--- src/rtl/rf_multiport_ce.sv ---
// rf_multiport_ce: WIDTH x DEPTH register file, one write and two registered read ports, global clk_en.
// Read latency is one enabled edge. RF_WRITE_BYPASS_EN selects write-first on same-address collisions.
// No backpressure: one write and two reads are taken every enabled cycle; clk_en low freezes all state.
module rf_multiport_ce #(
  parameter int unsigned WIDTH   = 16,
  parameter int unsigned DEPTH   = 8,
  parameter int unsigned AW      = $clog2(DEPTH),
  parameter bit          ZERO_R0 = 1'b0
) (
  input  logic             clk_n,
  input  logic             rst,
  input  logic             clk_en,
  input  logic             we,
  input  logic [AW-1:0]    waddr,
  input  logic [WIDTH-1:0] wdata,
  input  logic             re_a,
  input  logic [AW-1:0]    raddr_a,
  input  logic             re_b,
  input  logic [AW-1:0]    raddr_b,
  output logic [WIDTH-1:0] rdata_a,
  output logic [WIDTH-1:0] rdata_b,
  output logic             rvalid_a,
  output logic             rvalid_b
);

  logic [WIDTH-1:0] mem [DEPTH];
  logic             wr_ok;
  logic [WIDTH-1:0] rd_a;
  logic [WIDTH-1:0] rd_b;

  // Address maps to real storage: in range and not the hard-wired zero entry.
  function automatic logic addr_ok(input logic [AW-1:0] a);
    return (32'(a) < DEPTH) && !(ZERO_R0 && (a == '0));
  endfunction

  function automatic logic [WIDTH-1:0] rd_val(input logic [AW-1:0] a);
    logic [WIDTH-1:0] v;
    v = '0;
    if (addr_ok(a)) begin
`ifdef RF_WRITE_BYPASS_EN
      if (wr_ok && (a == waddr)) v = wdata;
      else                       v = mem[a];
`else
      v = mem[a];
`endif
    end
    return v;
  endfunction

  always_comb begin
    wr_ok = we && addr_ok(waddr);
    rd_a  = rd_val(raddr_a);
    rd_b  = rd_val(raddr_b);
  end

  always_ff @(posedge clk_n or posedge rst) begin
    if (rst) begin
      for (int i = 0; i < int'(DEPTH); i++) mem[i] <= '0;
      rdata_a  <= '0;
      rdata_b  <= '0;
      rvalid_a <= 1'b0;
      rvalid_b <= 1'b0;
    end else if (clk_en) begin
      if (wr_ok) mem[waddr] <= wdata;
      if (re_a)  rdata_a <= rd_a;
      if (re_b)  rdata_b <= rd_b;
      rvalid_a <= re_a;
      rvalid_b <= re_b;
    end
  end

endmodule

--- config.mk ---
export PLATFORM = sky130hd
export DESIGN_NAME = rf_multiport_ce
export DESIGN_NICKNAME = d
export VERILOG_FILES = /design/src/rtl/rf_multiport_ce.sv
export SDC_FILE = /design/constraint.sdc
export NUM_CORES = 1
export LEC_CHECK = 0
export ABC_AREA = 0
export BUFFER_PORTS_ARGS = -buffer_cell sky130_fd_sc_hd__buf_2
export CORE_ASPECT_RATIO = 1.1
export CORE_MARGIN = 8
export CORE_UTILIZATION = 31
export CTS_CLUSTER_DIAMETER = 100
export DETAILED_ROUTE_END_ITERATION = 7
export GPL_ROUTABILITY_DRIVEN = 0
export PLACE_DENSITY = 0.56
export SLEW_MARGIN = 30
export SYNTH_ARGS = -nofsm -noshare
export SYNTH_HDL_FRONTEND = slang
export SYNTH_SLANG_ARGS = --single-unit
--- constraint.sdc ---
create_clock -name clk_n -period 7.1 [get_ports clk_n]
set_input_delay 1.065 -clock clk_n [delete_from_list [all_inputs] [get_ports clk_n]]
set_output_delay 1.065 -clock clk_n [all_outputs]
set_load 0.05 [all_outputs]
==> results.py <==
metrics = {
    "worst_setup_path": {
        "worst_setup_path_end_kind": "register",
        "crit_path_max_fanout": 16,
        "ff2ff_path_depth": 3,
        "slowest_delay_ps": 800,
        "slowest_stage": "or3_1",
        "arrival_ps": 2740,
        "reg2reg_from": "mem[1]$_DFFE_PP0P_",
        "startpoint_type": "input pin",
        "r2r_end": "rdata_a[1]$_DFFE_PP0P_",
        "critPathKind": "in2reg",
        "cp_data_required_time_ps": 7400,
        "crit_family": "simple AND/OR/NAND/NOR gates",
        "ff2ff_setup_slack_ps": 5990,
        "path_cells": "buf_2 > nand3b_1 > or3_1 > mux2_2",
        "path_buf_inv": 1,
    },
    "floorplanning": {
        "dieArea_um2": 31440,
        "rows": 62,
        "start_util_pct": 31.22,
        "die_height_um": 185.2,
        "core-area_um2": 25830,
        "num_io_pins": 65,
        "die_w_um": 169.8,
    },
    "clock_network": {
        "cts_resized": 0,
        "numCtsBuffers": 17,
        "root_buffer": "clkbuf_16",
        "cts_sinks": 162,
        "cts_buffer_depth": 2,
        "post-cts-setup-buffers": 0,
        "cts_hold_buf": 0,
        "cts_tree": "done",
        "clkTransAtPathRegs_ps": 60,
        "clk_latency_ps": 420,
        "htreeDepth": 4,
    },
    "timing": {
        "max_slew_margin_pct": 36.01,
        "tns_ps": 0,
        "min_period_over_period_pct": 34.42,
        "worst_slack_ps": 4656,
        "fin_crit_ps": 2444,
        "clock.fmax_mhz": 409.1,
        "maxSlewViolCount": 0,
        "hold_viol_final": 0,
        "setup_viol": 0,
        "tightest_slew_ps": 957.6,
        "rsz0062_at_grt": "no",
        "skew_ps": 10.46,
    },
    "logic_synthesis": {
        "synth-edff-count": 0,
        "yosysSeqAreaShare_pct": 50.26,
        "yosysWarnings": 0,
        "netlist-cell-type-count": 20,
        "synth_top_area_share_pct": 50.26,
        "synth_area_um2": 8065,
        "synth_area_per_cell_um2": 13.09,
        "synthesis.nets": 647,
        "synth.ff_latch_count": 162,
        "synthFlopType": "dfrtp_1",
        "synthCells": 616,
        "ys_top_cells_by_area": "dfrtp_1, mux2_2, mux2i_1",
        "synthArstFlopShare_pct": 100.0,
        "yosys.cell_count.top_type": "mux2_2",
        "yosysTopAreaCell": "dfrtp_1",
        "synth_common_cells": "mux2_2, dfrtp_1, mux2i_1",
    },
    "place": {
        "dp_hpwl_um": 12820,
        "place_ws_ps": 4200,
        "dpl-instance-area_um2": 8711,
        "dp.cells": 1000,
        "portBuffers": 64,
    },
    "power_and_ir_drop": {
        "total_power_w": 0.002893,
        "p_per_area_nw_per_um2": 310.3,
        "peakVddDrop_v": 0.0001753,
        "power.leakage_nw": 4.149,
    },
    "route": {
        "drc_errors": 0,
        "drtIter0Drc": 265,
        "dr_total_vias": 5240,
        "drt_wl_total_um": 20820,
        "drtPass1Iterations": 5,
        "wire_per_inst_um": 20.16,
        "ant_nets": 0,
        "routed_via_density": 5.073,
    },
    "hold_path": {
        "hold_depth": 2,
        "min_to": "rdata_b[0]$_DFFE_PP0P_",
        "hp-start": "rdata_b[0]$_DFFE_PP0P_",
        "hp-class": "reg2reg",
    },
    "layout": {
        "stdcell_area_um2": 9321,
        "drive_gt1_share_pct": 44.85,
        "instances_no_fill": 1033,
        "multi_input_area_um2": 3801,
        "regArea_um2": 4054,
        "fillCellCount": 2515,
        "synthToLayoutAreaGrowth_pct": 15.58,
        "layout.nets": 698,
    },
    "global_route": {
        "gr-usage-all-layers_pct": 13.86,
        "grt_pass1_wl_um": 32980,
        "grt_pass1_vias": 5454,
        "grt_use_met2_pct": 23.77,
        "grt.busiest_layer": "met2",
        "overflow": 0,
        "antenna_found_initial": 0,
        "grt_use_met3_pct": 2.665,
        "use_met1_pct": 17.04,
        "grt_max_degree": 108,
    },
    "status": {
        "outcome": "complete, no violations",
    },
    "run": {
        "maxCapViolCount": 0,
    },
}
worst reg2reg max path, delay by kind of cell (launching register included):
family	cells	cell delay (ps)
flip-flops	1	390
AO/OA/AOI/OAI	2	330
multiplexers	1	270
registers in the layout, indices dropped and copies added, names as in the netlist:
signal / count
rdata_a: 16
mem: 128
rdata_b: 16
rvalid_b: 1
rvalid_a: 1
cell families (layout without fill, tap and decap cells):
family,count (synthesis),count (layout),synth area share (%)
simple gates,55,55,3.056
other cells,0,1,0
flops,162,162,50.26
compound gates,98,98,9.060
mux,256,256,34.75
buf+inv,45,109,2.870
stage by stage:
step | util [%] | hold slack, ps
final | 36.08 | 469.8
after global routing | 36.07 | 492.7
after CTS | 36.03 | 479.0
after detailed placement | 33.72 | 465.7
after global placement | 33.64 | 460.5
after floorplan | - | 491.9
worst max-delay path by stage:
stage	start	to	cells after the start
6_report	waddr[2]	mem[127]$_DFFE_PP0P_	4
5_1_grt	waddr[2]	mem[127]$_DFFE_PP0P_	4
4_1_cts	waddr[2]	mem[109]$_DFFE_PP0P_	4
3_5_place_dp	waddr[2]	mem[98]$_DFFE_PP0P_	4
3_3_place_gp	waddr[2]	mem[75]$_DFFE_PP0P_	4
2_1_floorplan	rst	mem[0]$_DFFE_PP0P_	1
layout by cell type (no fill, tap or decap), types with 2 or more instances in the layout:
cell type,synthesis,final
mux2_2,192,192
dfrtp_1,162,162
mux2i_1,64,64
buf_2,20,62
nand2_1,37,37
a22o_1,32,32
o22ai_1,32,32
o31ai_1,32,32
clkbuf_16,0,17
buf_4,0,10
clkinv_2,0,4
nor2_4,0,3
nor2_2,6,3
clkbuf_1,18,3
bufinv_16,0,3
clkinvlp_4,0,3
nand2b_1,4,2
nor2b_1,2,2
nor2_1,2,2
nand2b_2,0,2
inv_1,3,2
o21ai_0,2,2
clkbuf_8,0,2
buf_6,2,2
metal layers:
metal | up-vias | share of wire (%) | routed length [um]
met5 | - | 0 | 0
met4 | 0 | 1.9 | 404
met3 | 22 | 4.5 | 942
met2 | 93 | 50 | 10460
met1 | 2707 | 43 | 9013
li1 | 2418 | - | -
cell type report:
cell class	instances	area share [%]
Timing Repair Buffer	74	4.376
Multi-Input combinational cell	409	40.78
Inverter	3	0.2013
Clock inverter	10	1.423
Sequential cell	162	43.49
Antenna cell	1	0.02685
Clock buffer	22	4.980
Tap cell	352	4.725
report_power, final:
part | switching [W] | internal [W]
clock | 0.000362 | 0.000569
sequential | 0.000139 | 0.00113
combinational | 0.000363 | 0.000328
(Power assumes the default switching activity.)
